===== config.mk =====
export PLATFORM = sky130hd
export DESIGN_NAME = entrada_operandos
export DESIGN_NICKNAME = d
export VERILOG_FILES = /design/src/rtl/entrada_operandos_pkg.sv /design/src/rtl/entrada_operandos_filtro_botao.sv /design/src/rtl/entrada_operandos.sv
export SDC_FILE = /design/constraint.sdc
export NUM_CORES = 1
export LEC_CHECK = 0
export CAP_MARGIN = 20
export CORE_MARGIN = 5
export CORE_UTILIZATION = 47
export CTS_CLUSTER_SIZE = 20
export DETAILED_ROUTE_END_ITERATION = 12
export PLACE_DENSITY = 0.72
export RECOVER_POWER = 100
export REMOVE_ABC_BUFFERS = 1
export SKIP_LAST_GASP = 1
export SLEW_MARGIN = 20
export SYNTH_ARGS = -nofsm -noshare
export SYNTH_HDL_FRONTEND = slang
export SYNTH_SLANG_ARGS = --single-unit
export TNS_END_PERCENT = 10

===== constraint.sdc =====
create_clock -name clk -period 1.2 [get_ports clk]
set_input_delay 0.24 -clock clk [delete_from_list [all_inputs] [get_ports clk]]
set_output_delay 0.24 -clock clk [all_outputs]
set_load 0.005 [all_outputs]

===== src/rtl/entrada_operandos_pkg.sv =====
// entrada_operandos_pkg: shared phase encodings and default debounce length
package entrada_operandos_pkg;

    localparam logic [1:0] ESPERA_A    = 2'b00;
    localparam logic [1:0] ESPERA_B    = 2'b01;
    localparam logic [1:0] RESULTADO   = 2'b10;
    localparam logic [1:0] FASE_ILEGAL = 2'b11;

    localparam int DEBOUNCE_CYCLES_DEFAULT = 16;

endpackage


===== src/rtl/entrada_operandos_filtro_botao.sv =====
// filtro_botao: 2-FF synchroniser, debounce and rising-edge pulse for one raw button
module filtro_botao #(
    parameter int DEBOUNCE_CYCLES = 16
) (
    input  logic clk,
    input  logic rst,
    input  logic raw,
    output logic pulse
);

    localparam int CW = $clog2(DEBOUNCE_CYCLES) + 1;

    logic [1:0]    sync;
    logic          deb;
    logic          deb_q;
    logic [CW-1:0] cnt;

    // Level is accepted only after DEBOUNCE_CYCLES consecutive disagreeing samples
    always_ff @(posedge clk or posedge rst) begin
        if (rst) begin
            sync  <= '0;
            deb   <= 1'b0;
            deb_q <= 1'b0;
            cnt   <= '0;
        end else begin
            sync  <= {sync[0], raw};
            deb_q <= deb;
            if (sync[1] == deb)
                cnt <= '0;
            else if (cnt == CW'(DEBOUNCE_CYCLES - 1)) begin
                deb <= ~deb;
                cnt <= '0;
            end else
                cnt <= cnt + CW'(1);
        end
    end

    assign pulse = deb & ~deb_q;

endmodule


===== src/rtl/entrada_operandos.sv =====
// entrada_operandos: captures operand A then B from shared switches on ENTER presses
module entrada_operandos
    import entrada_operandos_pkg::*;
#(
    parameter int DEBOUNCE_CYCLES = DEBOUNCE_CYCLES_DEFAULT
) (
    input  logic       clk,
    input  logic       rst,
    input  logic [3:0] sw,
    input  logic       btn_enter,
    input  logic       btn_clear,
    output logic [3:0] op_a,
    output logic [3:0] op_b,
    output logic       valid,
    output logic [1:0] fase
);

    logic [3:0] sw_m;
    logic [3:0] sw_s;
    logic       enter_pulse;
    logic       clear_pulse;

    filtro_botao #(.DEBOUNCE_CYCLES(DEBOUNCE_CYCLES)) u_enter (
        .clk   (clk),
        .rst   (rst),
        .raw   (btn_enter),
        .pulse (enter_pulse)
    );

    filtro_botao #(.DEBOUNCE_CYCLES(DEBOUNCE_CYCLES)) u_clear (
        .clk   (clk),
        .rst   (rst),
        .raw   (btn_clear),
        .pulse (clear_pulse)
    );

    // Switch synchroniser plus operand FSM; clear (or an illegal phase) always wins over enter
    always_ff @(posedge clk or posedge rst) begin
        if (rst) begin
            sw_m  <= '0;
            sw_s  <= '0;
            op_a  <= '0;
            op_b  <= '0;
            valid <= 1'b0;
            fase  <= ESPERA_A;
        end else begin
            sw_m <= sw;
            sw_s <= sw_m;
            if (clear_pulse || fase == FASE_ILEGAL) begin
                op_a  <= '0;
                op_b  <= '0;
                valid <= 1'b0;
                fase  <= ESPERA_A;
            end else if (enter_pulse) begin
                case (fase)
                    ESPERA_A: begin
                        op_a <= sw_s;
                        fase <= ESPERA_B;
                    end
                    ESPERA_B: begin
                        op_b  <= sw_s;
                        valid <= 1'b1;
                        fase  <= RESULTADO;
                    end
                    default: begin
                        op_a  <= sw_s;
                        op_b  <= '0;
                        valid <= 1'b0;
                        fase  <= ESPERA_B;
                    end
                endcase
            end
        end
    end

endmodule

==> results by group <==
Status
  – Outcome: finished with violations
  – Failing checks: setup timing

Setup path
  – CP max FO: 2
  – Crit path DAT: 0.97 ns
  – Worst Setup End Kind: output pin
  – Startpoint types: flip-flop
  – Crit-path max cell delay: 0.39 ns
  – Cells along the critical path: dlygate4sd2_1
  – CP bufs+invs: 1
  – WP data required: 0.96 ns
  – CP Class: reg2out
  – Worst path top cell family by delay: flip-flops
  – Slowest cell on crit path: dfrtp_1

Power
  – Cell Pwr Density: 1090 mW/mm^2
  – Peak supply drop: 0.729 mV
  – LEAKAGE: 0.857 nW

Synth
  – Synth top area share: 65.4%
  – Largest family of logic cells by synthesized area: simple AND/OR/NAND/NOR gates
  – Synth Area in Adders: 1.77%
  – Post-synth cell types: 28
  – YS warnings: 0
  – EDFF count, synth: 0
  – Sequential element share of the synthesized area: 65.4%
  – Compound-cell area share of the yosys netlist: 9.81%
  – Post-Syn Area: 0.00142 mm^2
  – Ys async rst share: 100%
  – Post-Synthesis Cells: 112
  – Top cells by area, synth: dfrtp_1 (65%), a21oi_1 (3.9%), xor2_1 (3.7%)
  – Primary FF master, synth: dfrtp_1
  – XOR/XNOR share of the synthesized area: 3.71%
  – FF+latch count, synth: 37
  – Biggest area consumer among synthesized cells: dfrtp_1
  – Post-Synth Simple-Gate Area: 15.0%
  – Syn Area/Cell: 12.6 um^2
  – Multiplexer share of the synthesized area: 1.59%

Place
  – DP Cell Count: 167
  – RD Place Congestion: 0.834
  – Detailed placer's ending HPWL: 1.78 mm
  – Place WS: -0.0338 ns
  – PortBufs: 18

Timing
  – Setup violators final: 4
  – Hold Violations, Final: 0
  – Relative slew slack: 48.8%
  – Final WS setup: -0.00929 ns
  – Unrepaired setup endpoints after global routing: yes
  – Slew @ Worst Pin: 0.768 ns
  – Post-route setup TNS: -0.0192 ns
  – Final Cycle Share: 101%
  – Clock Skew: 0.00966 ns
  – Slew Viols, Final: 0
  – Max Clk Rate: 827 MHz
  – Post-route minimum period: 1.21 ns

Clocking
  – CTS Buffer Depth: 2
  – Clock sink total: 37
  – Skew-Pair Late Insertion Delay: 0.32 ns
  – CTS Buf Count: 5
  – Root Buffer Master: clkbuf_4
  – CTS tree: yes
  – Reg clk slew, reported paths: 0.10 ns
  – Cts hold-fix bufs: 0
  – # H-tree levels: 2

Min path
  – Worst hold path type: reg2reg

Finish
  – Antenna Cells: 0
  – Most frequent cells in the layout: dfrtp_1 (36), buf_4 (13), a21oi_1 (10), clkdlybuf4s15_1 (8)
  – Fill cells: 237
  – Layout cell share with drive strength beyond 1: 26.2%
  – Area Overhead vs Synth: 29.9%
  – Multi-input logic area: 509 um^2
  – Final cell count without fillers: 182
  – Post-layout util: 61.7%
  – Nets@finish: 160
  – FF/Latch Area: 927 um^2
  – Most common library cell in the layout ignoring fill and taps: dfrtp_1

Route
  – Post-route ant nets: 0
  – DRT Pass-1 Iters: 2
  – DRC Markers: 0
  – DR WL/cell: 14.1 um
  – Vias post-DR: 951
  – Via density per instance: 5.23
  – Initial drt markers: 60
  – Routed WL: 2.57 mm

Floorplan
  – Die area: 0.00421 mm^2
  – CORE AREA: 0.00298 mm^2
  – Initial Util: 47.5%
  – Die height: 64.9 um
  – IO Pins: 19
  – Cell Rows: 20
  – Die Wd: 64.9 um

Global route
  – GRT Residual Overflow: 0
  – GR Util All Layers: 14.2%
  – Largest net degree at the start of global routing: 38
  – Initial antenna violation count: 0
  – Global-route wire length before repair: 4.64 mm
  – Vias in the first global route: 1,093

Job
  – MaxCap Viol Count: 0
==> final cells by class <==
type	instances	share of cell area, %
Sequential cell	37	50.4
Multi-Input combinational cell	68	27.7
Timing Repair Buffer	34	16.4
Tap cell	33	2.25
Clock buffer	5	2.04
Inverter	4	0.885
Clock inverter	1	0.272
==> power breakdown <==
part,switching [W],total [W],internal [W]
sequential,0.0000277,0.00131,0.00129
clock,0.000363,0.000567,0.000203
combinational,0.0000591,0.000119,0.0000601
total,0.000450,0.00200,0.00155
==> Yosys cell counts, types with 2 or more instances <==
master and n:
xor2_1 6, nand3b_1 6, nand2_1 4, nor2b_1 2
dfrtp_1 37, o21ai_1 5, nor2_1 8, and2_1 2
mux2_1 2, a32oi_1 4, ha_1 2, a21oi_1 11
nand3_1 5, inv_1 3, and3_1 2
==> final timing paths <==
path	from	slack, ns	endpoint	cells past startpoint
worst max-delay path	op_b[0]	-0.009	op_b[0]	1
worst min-delay path	sw_m[1]	0.36	sw_s[1]	0
worst max register to register	u_enter.cnt[1]	-0.009	u_enter.deb	4
worst min register to register	sw_m[1]	0.36	sw_s[1]	0
max in group asynchronous	rst	0.24	u_enter.deb	3
min in group asynchronous	rst	0.43	u_enter.deb_q	3
==> metrics by stage <==
stage                     cell area (um^2)  total power (W)  hold slack [ns]
after detailed placement              1690          0.00146            0.336
after global routing                  1840          0.00209            0.360
after floorplan                       1390          0.00139            0.271
after global placement                1690          0.00145            0.332
final                                 1840          0.00200            0.357
after CTS                             1770          0.00201            0.241
==> what timing repair did <==
item                                    in CTS  in global routing
gates resized for setup                     13                 21
endpoints found under the setup margin      15                 23
pin swaps                                    2                  6
buffers inserted                             8                  2
hold endpoints to repair                     0                  0
==> layer usage <==
layer,track usage (%),routed length [um],vias to the layer above
met1,15.7,1110,467
met2,25.8,1320,22
met5,0,0,-
li1,-,-,458
met4,5.28,21,0
met3,3.81,116,4
==> worst register-to-register path, stage by stage, from the launching register on <==
cell and delay (ns):
dfrtp_1 0.37, ha_2 0.20, nand3_2 0.10, nor2_2 0.12, mux2_1 0.32
==> state kept, by name (all words and copies together) (netlist names), 4 cells and up <==
| signal | cells |
|---|---|
| op_a | 4 |
| sw_m | 4 |
| op_b | 4 |
| sw_s | 4 |
| u_clear.cnt | 5 |
| u_enter.cnt | 5 |
==> cell families after synthesis <==
| kind of cell | count (synthesis) |
|---|---|
| flops | 37 |
| simple gates | 35 |
| compound gates | 23 |
| buf+inv | 7 |
| xor+xnor | 6 |
| mux | 2 |
| fa+ha+maj | 2 |
No activity file was read; power rests on OpenSTA's default activity.
